`config.mk`:
```
export PLATFORM = sky130hd
export DESIGN_NAME = spram_access_ctrl
export DESIGN_NICKNAME = d
export VERILOG_FILES = /design/src/rtl/spram_access_ctrl.sv
export SDC_FILE = /design/constraint.sdc
export NUM_CORES = 1
export LEC_CHECK = 0
export BUFFER_PORTS_ARGS = -buffer_cell sky130_fd_sc_hd__buf_2
export CAP_MARGIN = 0
export CORE_MARGIN = 10
export CORE_UTILIZATION = 50
export CTS_BUF_LIST = sky130_fd_sc_hd__clkbuf_8
export CTS_CLUSTER_DIAMETER = 30
export DETAILED_ROUTE_END_ITERATION = 6
export PLACE_DENSITY = 0.81
export SETUP_SLACK_MARGIN = 0.5
export SLEW_MARGIN = 20
export SYNTH_ARGS = -nofsm -noshare
export SYNTH_HDL_FRONTEND = slang
export SYNTH_SLANG_ARGS = --single-unit
```
`constraint.sdc`:
```
create_clock -name clk -period 4.22 [get_ports clk]
set_input_delay 0.633 -clock clk [delete_from_list [all_inputs] [get_ports clk]]
set_output_delay 0.633 -clock clk [all_outputs]
set_load 0.01 [all_outputs]
```
`src/rtl/spram_access_ctrl.sv`:
```
// spram_access_ctrl: merges a write stream and a read-request stream onto a single-port SRAM wrapper
// and returns read data in order through a credit-protected response FIFO.
// Optional build macro SPRAM_ARB_RR_EN selects round-robin arbitration (default: fixed write priority).
module spram_access_ctrl #(
    parameter int AW        = 8,
    parameter int DW        = 48,
    parameter int RD_LAT    = 2,
    parameter int RSP_DEPTH = 2
) (
    input  logic          clk,
    input  logic          rst_n,

    input  logic          wr_valid,
    output logic          wr_ready,
    input  logic [AW-1:0] wr_addr,
    input  logic [DW-1:0] wr_data,

    input  logic          rd_valid,
    output logic          rd_ready,
    input  logic [AW-1:0] rd_addr,

    output logic          rsp_valid,
    input  logic          rsp_ready,
    output logic [DW-1:0] rsp_data,

    output logic          sram_ena,
    output logic          sram_wea,
    output logic          sram_enb,
    output logic          sram_regceb,
    output logic [AW-1:0] sram_addra,
    output logic [AW-1:0] sram_addrb,
    output logic [DW-1:0] sram_dina,
    input  logic [DW-1:0] sram_doutb
);

    localparam int PW = (RSP_DEPTH > 1) ? $clog2(RSP_DEPTH) : 1;
    localparam int CW = $clog2(RSP_DEPTH + RD_LAT + 2);

    logic [RD_LAT-1:0] rd_tag;
    logic [CW-1:0]     fifo_count;
    logic [CW-1:0]     inflight;
    logic [DW-1:0]     fifo_mem [RSP_DEPTH];
    logic [PW-1:0]     fifo_wr_ptr;
    logic [PW-1:0]     fifo_rd_ptr;

    logic credit_ok;
    logic write_wins;
    logic rd_fire;
    logic wr_fire;
    logic push;
    logic pop;

    function automatic logic [PW-1:0] ptr_next(input logic [PW-1:0] p);
        return (p == PW'(RSP_DEPTH - 1)) ? '0 : p + 1'b1;
    endfunction

    // Reads issued but not yet captured: the one on the SRAM port plus every tag still in the pipe.
    always_comb begin
        inflight = CW'(sram_enb);
        for (int i = 0; i < RD_LAT; i++) begin
            inflight = inflight + CW'(rd_tag[i]);
        end
    end

    assign credit_ok = (fifo_count + inflight) < CW'(RSP_DEPTH);

`ifdef SPRAM_ARB_RR_EN
    logic rr_ptr;

    assign write_wins = wr_valid & ~rr_ptr;

    always_ff @(posedge clk or negedge rst_n) begin
        if (!rst_n) begin
            rr_ptr <= 1'b0;
        end else if (wr_valid && rd_valid && credit_ok) begin
            rr_ptr <= ~rr_ptr;
        end
    end
`else
    assign write_wins = wr_valid;
`endif

    assign rd_ready = rst_n & credit_ok & ~write_wins;
    assign rd_fire  = rd_valid & rd_ready;
    assign wr_ready = rst_n & ~rd_fire;
    assign wr_fire  = wr_valid & wr_ready;

    always_ff @(posedge clk or negedge rst_n) begin
        if (!rst_n) begin
            sram_ena    <= 1'b0;
            sram_wea    <= 1'b0;
            sram_enb    <= 1'b0;
            sram_regceb <= 1'b0;
            sram_addra  <= '0;
            sram_addrb  <= '0;
            sram_dina   <= '0;
            rd_tag      <= '0;
        end else begin
            sram_ena    <= wr_fire;
            sram_wea    <= wr_fire;
            sram_enb    <= rd_fire;
            sram_regceb <= 1'b1;
            if (wr_fire) begin
                sram_addra <= wr_addr;
                sram_dina  <= wr_data;
            end
            if (rd_fire) begin
                sram_addrb <= rd_addr;
            end
            rd_tag <= (rd_tag << 1) | RD_LAT'(sram_enb);
        end
    end

    // The oldest tag marks the cycle in which sram_doutb carries that read's data.
    assign push = rd_tag[RD_LAT-1];
    assign pop  = rsp_valid & rsp_ready;

    always_ff @(posedge clk) begin
        if (push) begin
            fifo_mem[fifo_wr_ptr] <= sram_doutb;
        end
    end

    always_ff @(posedge clk or negedge rst_n) begin
        if (!rst_n) begin
            fifo_wr_ptr <= '0;
            fifo_rd_ptr <= '0;
            fifo_count  <= '0;
        end else begin
            if (push) begin
                fifo_wr_ptr <= ptr_next(fifo_wr_ptr);
            end
            if (pop) begin
                fifo_rd_ptr <= ptr_next(fifo_rd_ptr);
            end
            if (push && !pop) begin
                fifo_count <= fifo_count + 1'b1;
            end else if (pop && !push) begin
                fifo_count <= fifo_count - 1'b1;
            end
        end
    end

    assign rsp_valid = (fifo_count != '0);
    assign rsp_data  = fifo_mem[fifo_rd_ptr];

endmodule

```
* Word-level counts from Yosys, hierarchy flattened *
Memory sizes are Yosys's and may differ from the RTL's.
Index checks and enable logic that the tools add are counted.

word-level totals
  register bits after elaboration = 74
  input port bits = 117
  memories = 1
  logic and storage cells = 40
  output and inout port bits = 119
  memory bits (writable) = 96

memory list
  name      words  width  rd ports  clocked after memory_dff  wr ports  line  text
  fifo_mem  2      48     1         0                         1         42    logic [DW-1:0] fifo_mem [RSP_DEPTH];

cells by class
  reductions and logical operators = 6
  mux-type cells = 6
  $lt $le $gt $ge = 1
  bitwise logic cells = 9
  add/sub/neg operators = 7

operators by type and width
  cell                 number
  $and 1x1->1          6
  $mux 3               2
  $mux 1               4
  $add 2x1->3          1
  $add 3x1->3 const B  1
  $add 3x3->3          1
  $lt 3x2->1 const B   1
  $reduce_bool 3->1    1
  $sub 3x1->3 const B  1
  $add 1x1->1 const B  2
  $add 1x1->2          1
  $logic_and 1x1->1    2
  $logic_not 1->1      2
  $not 1->1            2
  $or 2x1->2           1
  $reduce_bool 2->1    1

* Depth between registers and ports, before layout *
  depth after elaboration = 10
  mapped depth = 8
  gate-level depth less buffers = 8

* Worst setup path before layout *
OpenSTA, ideal clock, no wires.

  kind = reg-to-reg
  from = register rd_tag[1]
  to = memory fifo_mem[0][0], enable pin
  path slack = 1.208 ns
  clock period less this slack = 3.012 ns
  setup time = 0.459 ns
  path buffers = 0
  cell stages (with the launch flop) = 2
  required time = 3.761 ns
  data arrival time = 2.552 ns
  cells stage by stage = dfrtp_1 nor2b_1

between the ends
  cells in the longest elaborated chain, start to end = 2

RTL lines
  what                          line  text
  start, declared               39    logic [RD_LAT-1:0] rd_tag;
  start signal, assigned        110   rd_tag <= (rd_tag << 1) | RD_LAT'(sram_enb);
  $mux 1                        119   if (push) begin
  $mux 1 (not written as such)  120   fifo_mem[fifo_wr_ptr] <= sram_doutb;
  end, declared                 42

No other way between the ends.

* Worst setup path after layout *
  from = register sram_enb
  to = output port wr_ready

between the ends
  cells in the longest elaborated chain, start to end = 9

RTL lines
  what                       line  text
  start, declared            28    output logic sram_enb,
  start signal, assigned     101   sram_enb <= rd_fire;
  $add 1x1->2                61    inflight = inflight + CW'(rd_tag[i]);
  $add 2x1->3                61
  $add 3x3->3                65    assign credit_ok = (fifo_count + inflight) < CW'(RSP_DEPTH);
  $lt 3x2->1                 65
  $and 1x1->1 (2 in series)  83    assign rd_ready = rst_n & credit_ok & ~write_wins;
  $and 1x1->1                84    assign rd_fire = rd_valid & rd_ready;
  $not 1->1                  85    assign wr_ready = rst_n & ~rd_fire;
  $and 1x1->1                85
  end, declared              14    output logic wr_ready,

No other way between the ends.

==> impl_results.md <==
- DRC viols: 0
- Gpl congestion: 0.740
- Worst slack, placed: 1.11 ns
- Worst hold path type: in -> async
- Fin worst setup slack: 0.646 ns
- Gr ovfl total: 0
- Buffer and inverter count on the worst path: 2
- 1st-iter DRT viols: 170
- Gate power share: 0.232
- H-tree depth: 4
- Critical Path End: wr_ready
- Routed len/inst: 19.4 um
- Clock transition at path regs: 0.09 ns
- Leakage: 3.51 nW
- Dpl hpwl: 11100 um
- IO buf count: 235
- Util after Layout: 0.649
- Worst r2r dst: sram_addrb[0]
- Avg Cell Area, Syn: 19.8 um2
- Ys async rst share: 0.435
- Top achievable clock speed: 0.280 GHz
- Share of cells above drive strength 1: 0.678
- First-pass GRT wire length: 22900 um
- Largest net degree at the start of global routing: 67
- Status: complete, no violations
- Die Span X: 132 um
- Cell family with most CP delay: adder cells
- Kind of critical path: reg -> out
- Starting Density: 0.505
- Number of fill cells: 924
- CTS Hold Bufs: 0
- Syn Inst Count: 320
- Crit share post-route: 0.847
- Crit-path max FO: 10
- Internal cell power: 3.09 mW
- Post-synthesis sequential area ratio: 0.749
- RSZ-0062 raised after global routing: false
- Post-CTS resize count: 0
- Critical path depth: 8
- Count of flip-flops with a built-in enable after synthesis: 96
- Commonest register cell after synthesis: edfxtp_1
- CP Launch Type: flip-flop
- All-Layer GR Usage: 0.168
- Fin. max-slew vios: 0
- CP arrival: 2.94 ns
- Slew at the pin with the worst max-slew slack: 0.819 ns
- Final WL: 14700 um
- Yosys cell types: 22
- CTS Root Cell: clkbuf_8
- Post-Layout Inst Area: 8120 um2
- Initial antenna violation count: 3
- Req. time, crit path: 3.59 ns
- Rows: 41
- Worst slew margin: 0.454
- Clock Sinks: 170
- TNS Setup: 0 ns
- Switching portion of total power: 0.278
- Routed vias: 3672
- CTS tree: yes
- Critical path endpoint category: output pin
- Post-Syn Nets: 441
- Total power: 4.28 mW
- Post-Synthesis Cell Area: 6320 um2
- Crit path top cell by count: fa_1
- Vias in the first global route: 4166
- Pwr Density: 527 nW/um2
- Antenna Nets Post-Route: 0
- Final Hold Fails: 0
- Die footprint: 17500 um2
- Syn. warnings: 0
- Cell Chain, Critical Path: fa_1, and2_1, fa_1, nor3b_1, and3_1, buf_4, and2b_2, buf_2
- Nets@finish: 688
- Clock Tree Buf Depth: 2
- Core region area: 12500 um2
- Sequential power share: 0.500
- Height of the die: 132 um
- Max cap viols: 0
- First-pass DRT Iterations: 4
- Clk_skew: 0.00772 ns
- Critical R2R Launch: sram_enb
- Total CTS buffers: 17
- CP max-delay cell: fa_1
- Clock share of power: 0.267
- Worst-case reg-to-reg path depth: 7
- Crit path time final: 3.57 ns
- Worst path max stage delay: 0.53 ns
- Post-CTS repair timing setup buffer count: 0
- IO Pins: 236
- Worst skew pair latency: 0.45 ns
- Worst vdd ir: 0.301 mV
- Placed standard-cell area: 7680 um2
- Crit path launch: sram_enb
- Flop2flop setup slack: 1.66 ns
- Final setup viols: 0
- NetSw: 1.19 mW
- Via density: 4.87
- P&R area growth vs syn: 28.5%
- Number of synthesized register bits: 170
==> per-layer routing <==
metal	vias up	part of all wire	routed length (um)	global-route usage
li1	1679	-	-	-
met1	1797	0.37	5460	0.183
met2	180	0.48	6990	0.260
met3	16	0.13	1970	0.106
met4	0	0.016	236	0.0648
met5	-	0	0	0
==> registers in the layout, summed over array words and instances (netlist names) <==
| register | count |
|---|---|
| fifo_count | 3 |
| rd_tag | 2 |
| sram_enb | 1 |
| fifo_wr_ptr | 1 |
| fifo_mem | 96 |
| fifo_rd_ptr | 1 |
| sram_dina | 48 |
| sram_addra | 8 |
| sram_addrb | 8 |
| sram_regceb | 1 |
| sram_wea | 1 |
==> worst min-delay path by stage <==
stage | slack [ns] | startpoint | depth (start not counted) | to
2_1_floorplan | 0.34 | rst_n | 0 | fifo_count[0]
3_3_place_gp | 0.39 | rd_tag[0] | 0 | rd_tag[1]
3_5_place_dp | 0.40 | rd_tag[0] | 0 | rd_tag[1]
4_1_cts | 0.0002 | rst_n | 1 | fifo_count[0]
5_1_grt | 0.02 | rst_n | 1 | fifo_count[0]
6_report | 0.04 | rst_n | 1 | fifo_count[0]
==> layout make-up <==
type,instances,area [um2],area share
repair buffers,241,1240,0.153
diodes,2,5.00,0.000616
flip-flops and latches,170,4740,0.583
clock inverters,11,118,0.0145
multi-input cells,135,1510,0.186
well taps,172,215,0.0265
inverters,2,7.51,0.000924
clock buffers,21,289,0.0356
==> stage by stage <==
step / instances / hold WS, ns
4_1_cts: 751 / 0.000183
2_1_floorplan: 320 / 0.337
3_3_place_gp: 719 / 0.393
5_1_grt: 753 / 0.0206
6_report: 754 / 0.0412
3_5_place_dp: 719 / 0.400
==> Yosys cell counts (2+ instances only) <==
| cell type | number | area (um2) |
|---|---|---|
| mux2_4 | 8 | 120 |
| buf_4 | 4 | 30.0 |
| nand2_1 | 2 | 7.51 |
| xnor2_1 | 3 | 26.3 |
| edfxtp_1 | 96 | 2880 |
| mux2_2 | 105 | 1180 |
| dfrtp_1 | 74 | 1850 |
| xor2_1 | 3 | 26.3 |
| buf_2 | 8 | 40.0 |
| inv_1 | 2 | 7.51 |
| fa_1 | 3 | 60.1 |
| and2_1 | 2 | 12.5 |
==> cell families (layout without fill, tap and decap cells) <==
kind of cell	Yosys count	count (layout)	synth area share
DFF	170	170	0.749
muxes	113	113	0.206
buffers and inverters	15	275	0.0141
and+or+nand+nor	11	11	0.0107
xor gates and xnor gates	6	6	0.00831
adders and majority gates	4	4	0.0115
other	1	3	0.000593
==> power by group through the flow <==
stage,logic (mW),registers (mW),clock network (mW)
after floorplan,0.598,2.13,0
after global placement,0.993,2.16,0
after detailed placement,1.02,2.17,0
after CTS,1.02,2.14,1.18
after global routing,1.08,2.18,1.24
final,0.995,2.14,1.14
==> cell usage in the layout, fill, tap and decap left out, types with 3 or more instances in the layout <==
cell type  synthesis  layout
xnor2_1            3       3
clkinv_4           0       3
mux2_2           105     105
edfxtp_1          96      96
clkinv_2           0       5
clkbuf_8           0      21
fa_1               3       3
dfrtp_1           74      73
buf_4              4       5
xor2_1             3       3
buf_2              8     235
mux2_4             8       8
Power figures use the tool's default switching activity.
